$ cat src/rtl/ro_meas_pkg.sv
// ro_meas_pkg: shared FSM state encoding and parameter defaults for the ring-oscillator measurement sequencer.
package ro_meas_pkg;
    localparam int CNT_W_DEF      = 24;
    localparam int WIN_W_DEF      = 16;
    localparam int SETTLE_CYC_DEF = 8;
    typedef logic [1:0] state_t;
    localparam state_t S_IDLE   = 2'd0;
    localparam state_t S_SETTLE = 2'd1;
    localparam state_t S_GATE   = 2'd2;
    localparam state_t S_HOLD   = 2'd3;
endpackage

$ cat src/rtl/ro_edge_sync.sv
// ro_edge_sync: 2-FF synchronizer plus edge flop; one-cycle pulse on each synchronized rising edge.
module ro_edge_sync (
    input  logic clk,
    input  logic rst_n,
    input  logic async_in,
    output logic rise_pulse
);
    // [0] metastable stage, [1] synchronized, [2] previous synchronized value
    logic [2:0] sh_q;
    always_ff @(posedge clk or negedge rst_n) begin
        if (!rst_n) sh_q <= '0;
        else        sh_q <= {sh_q[1:0], async_in};
    end
    assign rise_pulse = sh_q[1] & ~sh_q[2];
endmodule

$ cat src/rtl/ro_measure_sequencer.sv
// ro_measure_sequencer: settles a selected ring oscillator, counts its edges over a gate window
// and hands the count out, optionally scanning mux channels upward to 15.
module ro_measure_sequencer
    import ro_meas_pkg::*;
#(
    parameter int CNT_W      = CNT_W_DEF,
    parameter int WIN_W      = WIN_W_DEF,
    parameter int SETTLE_CYC = SETTLE_CYC_DEF
) (
    input  logic             wb_clk_i,
    input  logic             wb_rst_n,
    input  logic             cmd_valid,
    output logic             cmd_ready,
    input  logic [3:0]       cmd_chan,
    input  logic [4:0]       cmd_stages,
    input  logic [WIN_W-1:0] cmd_window,
    input  logic             cmd_scan,
    input  logic             abort,
    input  logic             ro_in,
    output logic [3:0]       mux_sel,
    output logic [4:0]       ro_s,
    output logic             ro_start,
    output logic             res_valid,
    input  logic             res_ready,
    output logic [CNT_W-1:0] res_data,
    output logic [3:0]       res_chan,
    output logic             busy
);
    localparam int SW = $clog2(SETTLE_CYC + 1);
    localparam int TW = (WIN_W > SW) ? WIN_W : SW;

    state_t           state_q, state_d;
    logic [3:0]       chan_q, chan_d;
    logic [4:0]       stg_q, stg_d;
    logic [WIN_W-1:0] win_q, win_d;
    logic             scan_q, scan_d;
    logic [TW-1:0]    tmr_q, tmr_d;
    logic [CNT_W-1:0] cnt_q, cnt_d;
    logic             rise;

    ro_edge_sync u_sync (
        .clk       (wb_clk_i),
        .rst_n     (wb_rst_n),
        .async_in  (ro_in),
        .rise_pulse(rise)
    );

    // cmd_ready is gated by reset so it stays low while the block is held in reset
    assign cmd_ready = wb_rst_n && (state_q == S_IDLE) && !abort;
    assign busy      = state_q != S_IDLE;
    assign ro_start  = (state_q == S_SETTLE) || (state_q == S_GATE);
    assign res_valid = state_q == S_HOLD;
    assign res_data  = cnt_q;
    assign res_chan  = chan_q;
    assign mux_sel   = chan_q;
    assign ro_s      = stg_q;

    logic settle_done, gate_done;
    assign settle_done = tmr_q == TW'(SETTLE_CYC - 1);
    assign gate_done   = tmr_q == TW'(win_q) - TW'(1);

    always_comb begin
        state_d = state_q;
        chan_d  = chan_q;
        stg_d   = stg_q;
        win_d   = win_q;
        scan_d  = scan_q;
        tmr_d   = tmr_q + TW'(1);
        cnt_d   = cnt_q;
        case (state_q)
            S_IDLE: if (cmd_valid && cmd_ready) begin
                chan_d  = cmd_chan;
                stg_d   = cmd_stages;
                win_d   = cmd_window;
                scan_d  = cmd_scan;
                tmr_d   = '0;
                state_d = S_SETTLE;
            end
            S_SETTLE: if (settle_done) begin
                tmr_d   = '0;
                cnt_d   = '0;
                state_d = (win_q == '0) ? S_HOLD : S_GATE;
            end
            S_GATE: begin
                cnt_d   = (rise && cnt_q != '1) ? cnt_q + CNT_W'(1) : cnt_q;
                state_d = gate_done ? S_HOLD : S_GATE;
            end
            default: if (res_ready && !abort) begin
                chan_d  = (scan_q && chan_q != 4'hf) ? chan_q + 4'd1 : chan_q;
                tmr_d   = '0;
                state_d = (scan_q && chan_q != 4'hf) ? S_SETTLE : S_IDLE;
            end
        endcase
        if (abort) state_d = S_IDLE;
    end

    always_ff @(posedge wb_clk_i or negedge wb_rst_n) begin
        if (!wb_rst_n) begin
            state_q <= S_IDLE;
            chan_q  <= '0;
            stg_q   <= '0;
            win_q   <= '0;
            scan_q  <= 1'b0;
            tmr_q   <= '0;
            cnt_q   <= '0;
        end else begin
            state_q <= state_d;
            chan_q  <= chan_d;
            stg_q   <= stg_d;
            win_q   <= win_d;
            scan_q  <= scan_d;
            tmr_q   <= tmr_d;
            cnt_q   <= cnt_d;
        end
    end
endmodule
$ cat config.mk
export PLATFORM = sky130hd
export DESIGN_NAME = ro_measure_sequencer
export DESIGN_NICKNAME = d
export VERILOG_FILES = /design/src/rtl/ro_meas_pkg.sv /design/src/rtl/ro_edge_sync.sv /design/src/rtl/ro_measure_sequencer.sv
export SDC_FILE = /design/constraint.sdc
export NUM_CORES = 1
export LEC_CHECK = 0
export ABC_AREA = 0
export CORE_MARGIN = 8
export CORE_UTILIZATION = 57
export DETAILED_ROUTE_END_ITERATION = 16
export GPL_TIMING_DRIVEN = 0
export PLACE_DENSITY = 0.89
export SETUP_SLACK_MARGIN = 0.4
export SLEW_MARGIN = 15
export SYNTH_ARGS = -nofsm -noshare
export SYNTH_HDL_FRONTEND = slang
export SYNTH_SLANG_ARGS = --single-unit
export TNS_END_PERCENT = 50
$ cat constraint.sdc
create_clock -name wb_clk_i -period 4.9 [get_ports wb_clk_i]
set_input_delay 0.49 -clock wb_clk_i [delete_from_list [all_inputs] [get_ports wb_clk_i]]
set_output_delay 0.49 -clock wb_clk_i [all_outputs]
set_load 0.02 [all_outputs]
==> results.sh, run 1 <==
export IMPL_vias=3501
export IMPL_timing_fmax_mhz=344
export IMPL_diodes=0
export IMPL_ir_drop_uv=266
export IMPL_synth_cells=408
export IMPL_rr_endpoint="tmr_q[14]"
export IMPL_nFillCells=498
export IMPL_crit_top_cell="nand2_1"
export IMPL_finalCritPeriodShare_pct=59.3
export IMPL_leakagePower_uw=0.00211
export IMPL_synth_edff_count=0
export IMPL_worst_setup_path_start_kind="flop"
export IMPL_cp_max_fo=10
export IMPL_grt_max_degree=50
export IMPL_post_place_ws_ns=1.87
export IMPL_path_cells="ha_1, nor4b_2, nand4_1, nand2_1, nand2_1, o31ai_1, buf_2, nor2_1"
export IMPL_die_w_um=100
export IMPL_rsz0062_at_grt="false"
export IMPL_wl_um=9950
export IMPL_fin_worst_skew_ns=0.00626
export IMPL_post_cts_resized=0
export IMPL_clk_pin_slew_worst_paths_ns=0.07
export IMPL_syn_to_final_growth_pct=27.6
export IMPL_drtPass1Iterations=4
export IMPL_io_buffers=72
export IMPL_cpLargestDelayFamily="compound AO/OA/AOI/OAI gates"
export IMPL_grt_antenna_before_repair=0
export IMPL_fin_nets=532
export IMPL_io_pins=73
export IMPL_design_area_um2=5140
export IMPL_power_density_nw_per_um2=456
export IMPL_ys_dominant_reg_cell="dfrtp_1"
export IMPL_drive_above_1_share_pct=12.3
export IMPL_end_kind="flop"
export IMPL_final_seq_area_um2=1780
export IMPL_placed_area_um2=4900
export IMPL_ff2ff_setup_slack_ns=1.99
export IMPL_worst_path_max_delay_cell="o31ai_1"
export IMPL_setup_violations=0
export IMPL_wl_per_cell_um=16.8
export IMPL_via_per_inst=5.90
export IMPL_synth_seq_cells=71
export IMPL_worst_slew_pin_slew_ns=1.05
export IMPL_multi_input_comb_area_um2=2120
export IMPL_post_cts_setup_buffer_count=0
export IMPL_min_path_type="in -> async"
export IMPL_hold_buffers=0
export IMPL_crit_type="reg -> reg"
export IMPL_finalWorstPathRequiredPeriod_ns=2.91
export IMPL_async_reset_ff_share_pct=100
export IMPL_numCtsBuffers=9
export IMPL_track_usage_pct=20.3
export IMPL_die_h_um=100
export IMPL_max_slew_margin_pct=29.5
export IMPL_yosys_warnings=0
export IMPL_status="finished, final reports clean"
export IMPL_hpwl_um=7400
export IMPL_finalHoldViolCount=0
export IMPL_root_buffer="clkbuf_8"
export IMPL_avgSynthCellArea_um2=9.88
export IMPL_cts_tree="yes"
export IMPL_grt_overflow=0
export IMPL_grt_first_pass_wirelength_um=16500
export IMPL_r2r_start="tmr_q[0]"
export IMPL_totalPowerFinal_uw=2340
export IMPL_cts_max_path_buffers=2
export IMPL_first_global_vias=3445
export IMPL_synth_nets=448
export IMPL_die_area_um2=10000
export IMPL_row_count=30
export IMPL_ant_nets=0
export IMPL_post_place_cells=577
export IMPL_r2r_cells=8
export IMPL_required_ns=5.13
export IMPL_coreArea_um2=6830
export IMPL_place_gp_congestion=0.908
export IMPL_post_synth_num_cell_types=52
export IMPL_cpPeakStageDelay_ns=0.84
export IMPL_start_util_pct=59.0
export IMPL_critical_path_buf_inv_count=1
export IMPL_route_detailed_drc=0
export IMPL_worstPathArrival_ns=3.14
export IMPL_maxSlewViolCount=0
export IMPL_timing_max_cap_violations=0
export IMPL_clk_latency_ns=0.35
export IMPL_clock_sinks=71
export IMPL_setup_slack_ns=1.99
export IMPL_final_cells=593
export IMPL_drt_first_iter_violations=173
export IMPL_cts_htree_levels=3
export IMPL_ys_seq_area_share_pct=44.1
export IMPL_netlist_area_um2=4030
==> cells by family (layout without fill, tap and decap cells) <==
kind of cell	after synthesis	count (layout)	share of synthesized area (%)
AOI/OAI and AO/OA	64	64	10.1
xor gates and xnor gates	38	38	8.26
muxes	26	26	7.30
DFF	71	71	44.1
buffers and inverters	29	118	3.38
and+or+nand+nor	172	172	24.4
adders and majority gates	8	8	2.48
==> routing by layer <==
metal,global-route usage [%],routed length [µm]
met1,23.7,4050
met2,35.1,5200
met3,4.15,502
met4,9.42,195
met5,0,0
==> sequential cells by signal (all words and copies together) (netlist names) <==
register,flops
mux_sel,4
res_data,24
ro_s,5
scan_q,1
state_q,2
tmr_q,16
u_sync.sh_q,3
win_q,16
==> area by class of cell <==
class                           count  share of cell area [%]
Multi-Input combinational cell    308                    41.2
Sequential cell                    71                    34.6
Timing Repair Buffer               73                    14.5
Clock buffer                        9                    2.41
Clock inverter                      7                    2.36
Tap cell                           96                    2.34
Buffer                             20                    2.00
Inverter                            9                   0.657
==> per-stage QoR <==
step	setup TNS (ns)	util, %	hold WS (ns)
2_1_floorplan	0	-	0.194
3_3_place_gp	-6.56	71.3	0.337
3_5_place_dp	0	71.7	0.340
4_1_cts	0	75.3	0.0409
5_1_grt	0	75.3	0.0533
6_report	0	75.3	0.0378
==> synthesized netlist by cell type, types with 2 or more instances <==
master / instances / area (µm²)
o31ai_1: 6 / 45.0
nand2_1: 31 / 116
mux2_2: 23 / 259
o41ai_1: 2 / 17.5
buf_2: 4 / 20.0
nor4_1: 4 / 25.0
nor3b_1: 5 / 37.5
a21o_1: 2 / 15.0
clkbuf_1: 9 / 33.8
and4_1: 6 / 52.6
nand3b_1: 2 / 15.0
xnor2_1: 14 / 123
o211ai_1: 7 / 52.6
o21ai_0: 14 / 70.1
nor2b_1: 6 / 37.5
inv_1: 9 / 33.8
buf_4: 4 / 30.0
a211oi_1: 3 / 22.5
buf_1: 2 / 7.51
nor4b_1: 2 / 17.5
nor3_1: 5 / 25.0
and3_1: 10 / 62.6
nand4_1: 10 / 62.6
xor2_1: 24 / 210
dfrtp_1: 71 / 1780
or3_1: 12 / 75.1
ha_1: 8 / 100
nor2_1: 31 / 116
and2_1: 2 / 12.5
a21bo_2: 2 / 20.0
or4_1: 9 / 67.6
a21oi_1: 22 / 110
nand3_1: 26 / 130
mux2i_1: 2 / 20.0
nand2b_1: 2 / 12.5
==> worst max path at each step <==
stage / to / depth (start not counted) / slack (ns) / startpoint
6_report: tmr_q[14] / 8 / 1.99 / tmr_q[0]
5_1_grt: tmr_q[8] / 8 / 1.73 / tmr_q[0]
3_5_place_dp: mux_sel[2] / 8 / 1.87 / wb_rst_n
2_1_floorplan: mux_sel[2] / 8 / 2.60 / state_q[0]
3_3_place_gp: mux_sel[2] / 7 / -0.40 / wb_rst_n
4_1_cts: tmr_q[3] / 8 / 2.07 / tmr_q[0]
==> cell usage in the layout, fill, tap and decap left out, drive strengths merged, types with 2 or more instances in the layout <==
cell and instances:
inv 9, o41ai 2, nor3 6, nor2 31, and3 10, dfrtp 71
or3 13, a21bo 2, nand3 26, clkinv 4, nand2b 2, nor3b 5
o211ai 7, bufinv 3, o31ai 6, and2 2, buf 13, nand3b 2
a21oi 22, xnor2 14, nor4b 3, clkdlybuf4s50 71, a211oi 3, ha 8
nor2b 6, mux2i 2, mux2 24, clkbuf 18, and4 6, o21ai 14
nor4 5, xor2 24, nand2 31, a21o 2, or4 10, nand4 11
==> power breakdown <==
group          switching [µW]  internal [µW]
registers                 159            711
logic                     458            453
clock network             224            339
total                     841           1500
==> worst register-to-register path: stages (launching register included) <==
cell     delay, ns
dfrtp_1       0.48
ha_1          0.29
nor4b_2       0.25
nand4_1       0.21
nand2_1       0.16
nand2_1       0.06
o31ai_1       0.84
buf_2         0.40
nor2_1        0.10
Note: power is estimated with default switching activity, not from simulation.
==> run 2: changes to the inputs <==
Settings changed: CORE_UTILIZATION 57 to 48, PLACE_DENSITY 0.89 to 0.8.
Clock period 4.9 ns to 2.6 ns, I/O delays scaled along.
==> run 2 against run 1 <==
Compared with the run above: count of clock-buffer cells in the layout did not move; sequential power rose by 85%; sequential share of layout area fell by 2.1 points; via count rose by 2.1%; global-route usage fell by 2.4 points; core utilization fell by 8.1 points; final area rose by 6.8%; die area rose by 16%; worst setup slack got worse by 1.6 ns; critical path depth fell by 5; worst hold slack improved by 0.30 ns.
==> results.sh, run 2 (synthesized netlist as in run 1, its figures left out) <==
export IMPL_status="finished, final reports clean"
export IMPL_fin_nets=553
export IMPL_row_count=33
export IMPL_root_buffer="clkbuf_8"
export IMPL_rr_endpoint="state_q[0]"
export IMPL_crit_type="reg -> out"
export IMPL_topRoutingLayerUsed="met4"
export IMPL_power_density_nw_per_um2=863
export IMPL_grt_first_pass_wirelength_um=16900
export IMPL_coreArea_um2=8180
export IMPL_numCtsBuffers=9
export IMPL_syn_to_final_growth_pct=36.3
export IMPL_required_ns=2.34
export IMPL_worstPathArrival_ns=1.95
export IMPL_die_area_um2=11600
export IMPL_r2r_cells=6
export IMPL_ant_nets=0
export IMPL_wl_um=10600
export IMPL_min_path_type="reg -> reg"
export IMPL_die_h_um=108
export IMPL_maxSlewViolCount=0
export IMPL_max_slew_margin_pct=69.8
export IMPL_met3_length_um=477
export IMPL_worst_setup_path_start_kind="flop"
export IMPL_grt_antenna_before_repair=0
export IMPL_drt_first_iter_violations=143
export IMPL_grt_overflow=0
export IMPL_cts_htree_levels=3
export IMPL_r2r_start="win_q[8]"
export IMPL_vias=3573
export IMPL_hpwl_um=7270
export IMPL_placed_area_um2=4900
export IMPL_cts_max_path_buffers=2
export IMPL_clock_sinks=71
export IMPL_start_util_pct=49.3
export IMPL_finalWorstPathRequiredPeriod_ns=2.21
export IMPL_die_w_um=108
export IMPL_timing_max_cap_violations=0
export IMPL_final_cell_mix="clkdlybuf4s50_1 (71), dfrtp_1 (68), nor2_1 (31), nand2_1 (29)"
export IMPL_hold_depth=0
export IMPL_wl_per_cell_um=17.0
export IMPL_route_detailed_drc=0
export IMPL_grt_max_degree=44
export IMPL_worst_slew_pin_slew_ns=0.450
export IMPL_place_gp_congestion=0.864
export IMPL_wl_met2_um=5590
export IMPL_ff2ff_setup_slack_ns=0.43
export IMPL_drive_above_1_share_pct=22.2
export IMPL_leakagePower_uw=0.00226
export IMPL_wl_met1_um=4310
export IMPL_clk_latency_ns=0.36
export IMPL_timing_fmax_mhz=453
export IMPL_track_usage_pct=18.0
export IMPL_rsz0062_at_grt="true"
export IMPL_diodes=0
export IMPL_cp_max_fo=5
export IMPL_io_buffers=72
export IMPL_fin_util_pct=67.2
export IMPL_io_pins=73
export IMPL_hold_start="u_sync.sh_q[0]"
export IMPL_clk_pin_slew_worst_paths_ns=0.09
export IMPL_design_area_um2=5490
export IMPL_fin_tns_setup_ns=0
export IMPL_via_per_inst=5.74
export IMPL_finalHoldViolCount=0
export IMPL_cts_tree="yes"
export IMPL_finalCritPeriodShare_pct=84.9
export IMPL_layout_commonest_cell="clkdlybuf4s50_1"
export IMPL_end_kind="primary output"
export IMPL_ir_drop_uv=510
export IMPL_drtPass1Iterations=4
export IMPL_largest_reg_flops=24
export IMPL_holdPathEnd="u_sync.sh_q[1]"
export IMPL_first_global_vias=3526
export IMPL_setup_violations=0
export IMPL_fin_worst_skew_ns=0.0132
export IMPL_whs_ns=0.336
run 2: cell types whose count changed in the layout (fill, tap and decap cells not counted), sizes merged:
cell / before / now
buf: 13 / 32
clkinv: 4 / 1
clkinvlp: 0 / 3
dlygate4sd3: 0 / 1
nand4: 11 / 12
run 2: report_power, final:
group / internal (µW) / total [µW] / switching [µW] / leakage (µW)
Clock: 638 / 1080 / 440 / 0.000112
Sequential: 1340 / 1610 / 269 / 0.000917
Combinational: 1050 / 2050 / 1000 / 0.00123
run 2: per-layer routing:
metal | track usage, % | vias up
li1 | - | 1692
met1 | 20.4 | 1774
met2 | 32.5 | 83
met3 | 3.11 | 24
met4 | 7.33 | 0
met5 | 0 | -
run 2: metrics by stage:
step,std cells,setup WS (ns),power (µW)
5_1_grt,623,0.326,5000
4_1_cts,615,0.385,4620
2_1_floorplan,408,0.436,2750
6_report,623,0.393,4740
3_3_place_gp,585,-2.39,3290
3_5_place_dp,586,-0.221,3350
run 2: how the worst max path moves through the flow:
stage,startpoint,cells past startpoint,endpoint,slack (ns)
floorplan,win_q[7],6,state_q[0],0.44
global placement,wb_rst_n,7,tmr_q[9],-2.39
detailed placement,tmr_q[0],8,tmr_q[9],-0.22
CTS,win_q[8],6,state_q[0],0.39
global route,state_q[0],3,ro_start,0.33
finish,state_q[0],3,ro_start,0.39
run 2: final cells by class:
cell class                 count  area [µm²]
tap                          105         131
buffer                        20         123
clock inverter                 7         121
inverter                       9        33.8
clock buffer                   9         124
fill                         603        2680
timing repair buffer          93         901
sequential                    71        1780
multi-input combinational    309        2280
run 2: timing repair:
action,4_1_cts,5_1_grt
hold buffers,2,0
cloned,0,2
setup buffers,11,6
gates resized for setup,20,27
pin swaps,10,6
setup endpoints to repair,39,56
endpoints found under the hold margin,28,0
run 2: critical path, stage by stage, from the launching register on:
cell and delay, ns:
dfrtp_1 0.41, inv_1 0.09, ha_1 0.43, clkdlybuf4s50_1 0.66
==> run 3: changes to the inputs <==
Clock period 2.6 ns to 1.9 ns, I/O delays scaled along.
==> run 3 against run 2 <==
Compared with the run above: the flow now finishes with violations (setup timing); sequential share of layout area fell by 4.0 points; count of clock-buffer cells in the layout rose by 1; first-iteration DRC count rose by 89%; highest routed layer unchanged; final area rose by 15%; clock power rose by 42%; clock skew rose by 0.0079 ns; largest power group unchanged; register-to-register slack got worse by 0.82 ns; global-route usage rose by 4.0 points; critical path type is now reg -> reg; combinational power rose by 76%; cell count rose by 4.7%.
==> results.sh, run 3 (synthesized netlist as in run 1, its figures left out) <==
export IMPL_status="complete, but fails checks"
export IMPL_violations="setup timing"
export IMPL_design_area_um2=6310
export IMPL_ant_nets=0
export IMPL_clk_pin_slew_worst_paths_ns=0.10
export IMPL_track_usage_pct=22.0
export IMPL_p_seq_share_pct=30.5
export IMPL_row_count=33
export IMPL_grt_antenna_before_repair=0
export IMPL_die_h_um=108
export IMPL_finalHoldViolCount=0
export IMPL_switchingPower_uw=2780
export IMPL_wl_per_cell_um=21.7
export IMPL_coreArea_um2=8180
export IMPL_drtPass1Iterations=6
export IMPL_root_buffer="clkbuf_8"
export IMPL_max_slew_margin_pct=68.2
export IMPL_hold_start="ro_in"
export IMPL_first_global_vias=4050
export IMPL_power_density_nw_per_um2=1170
export IMPL_clock_sinks=71
export IMPL_via_per_inst=6.26
export IMPL_cts_htree_levels=3
export IMPL_route_detailed_drc=0
export IMPL_cp_max_fo=5
export IMPL_diodes=0
export IMPL_maxSlewViolCount=0
export IMPL_r2r_cells=6
export IMPL_worst_setup_path_start_kind="flop"
export IMPL_ir_drop_uv=775
export IMPL_swShare_pct=37.6
export IMPL_numCtsBuffers=9
export IMPL_start_util_pct=49.3
export IMPL_required_ns=2.16
export IMPL_place_gp_congestion=0.871
export IMPL_fin_util_pct=77.2
export IMPL_min_path_type="in -> reg"
export IMPL_rsz0062_at_grt="true"
export IMPL_fin_worst_skew_ns=0.0210
export IMPL_end_kind="flop"
export IMPL_cts_max_path_buffers=2
export IMPL_die_area_um2=11600
export IMPL_largest_reg_flops=24
export IMPL_wl_um=14200
export IMPL_rr_endpoint="state_q[0]"
export IMPL_ff2ff_setup_slack_ns=-0.39
export IMPL_finalCritPeriodShare_pct=120
export IMPL_cts_tree="yes"
export IMPL_grt_first_pass_wirelength_um=20200
export IMPL_p_int_uw=4610
export IMPL_holdPathEnd="u_sync.sh_q[0]"
export IMPL_r2r_start="win_q[1]"
export IMPL_grt_overflow=0
export IMPL_clk_latency_ns=0.37
export IMPL_drt_first_iter_violations=270
export IMPL_worstPathArrival_ns=2.54
export IMPL_totalPowerFinal_uw=7400
export IMPL_finalWorstPathRequiredPeriod_ns=2.29
export IMPL_timing_max_cap_violations=0
export IMPL_clkPwrFrac_pct=20.7
export IMPL_worst_slew_pin_slew_ns=0.474
export IMPL_final_cell_mix="dfrtp_1 (57), buf_4 (37), dlygate4sd2_1 (33), clkdlybuf4s50_1 (30), nand2_1 (25)"
export IMPL_whs_ns=0.283
export IMPL_hold_depth=1
export IMPL_leakagePower_uw=0.00276
export IMPL_syn_to_final_growth_pct=56.6
export IMPL_io_buffers=72
export IMPL_fin_nets=582
export IMPL_drive_above_1_share_pct=41.7
export IMPL_pwr_share_comb_pct=48.9
export IMPL_grt_max_degree=45
export IMPL_hpwl_um=7380
export IMPL_setup_violations=50
export IMPL_crit_type="reg -> reg"
export IMPL_timing_fmax_mhz=438
export IMPL_post_place_ws_ns=-0.524
export IMPL_vias=4081
export IMPL_layout_commonest_cell="dfrtp_1"
export IMPL_io_pins=73
export IMPL_die_w_um=108
export IMPL_placed_area_um2=5050
export IMPL_setup_slack_ns=-0.385
[run 3: cell count changes in the layout (fill, tap and decap cells not counted), sizes merged]
cell	change
clkinv	+1
clkdlybuf4s50	-41
clkinvlp	-2
buf	+38
dlygate4sd2	+33
[run 3: how the worst max path moves through the flow]
stage / from / to / slack [ns]
3_3_place_gp: wb_rst_n / win_q[2] / -2.84
6_report: win_q[1] / state_q[0] / -0.39
5_1_grt: win_q[3] / state_q[0] / -0.48
2_1_floorplan: win_q[7] / state_q[0] / -0.23
4_1_cts: tmr_q[9] / res_data[8] / -0.26
3_5_place_dp: tmr_q[0] / res_data[12] / -0.52
[run 3: power groups by stage]
| stage | clock, µW | combinational (µW) | sequential (µW) |
|---|---|---|---|
| after floorplan | 0 | 1620 | 2290 |
| after global placement | 0 | 2400 | 2250 |
| after detailed placement | 0 | 2480 | 2270 |
| after CTS | 1510 | 3160 | 2210 |
| after global routing | 1610 | 3820 | 2280 |
| final | 1530 | 3610 | 2250 |
[run 3: final cells by class]
cell class                      count  area, µm²
Buffer                             20        201
Clock buffer                       10        138
Clock inverter                      6        108
Fill cell                         461       1870
Inverter                            9       36.3
Multi-Input combinational cell    309       2690
Sequential cell                    71       1790
Tap cell                          105        131
Timing Repair Buffer              122       1210
[run 3: routing by layer]
metal  wire length (µm)  global-route usage [%]
met3               1000                    4.67
met1               5030                    23.3
met2               7480                    39.0
met4                655                    13.9
met5                  0                       0
[run 3: through the flow]
stage	setup TNS (ns)	std cells
final	-9.85	652
after global routing	-11.31	652
after CTS	-4.24	639
after detailed placement	-17.90	586
after global placement	-250.96	585
after floorplan	-0.893	408
[run 3: timing repair]
action / 4_1_cts / 5_1_grt
pin swaps: 28 / 23
endpoints found under the setup margin: 108 / 73
hold buffers: 2 / 1
endpoints found under the hold margin: 29 / 71
gates resized for setup: 132 / 96
cloned: 4 / 1
setup buffers: 31 / 12
[run 3: critical path: stages (launching register included)]
cell and delay (ns):
dfrtp_1 0.40, buf_4 0.15, nor3_2 0.43, nand2_1 0.29, or4_1 0.58, o211ai_1 0.24, o41ai_2 0.09
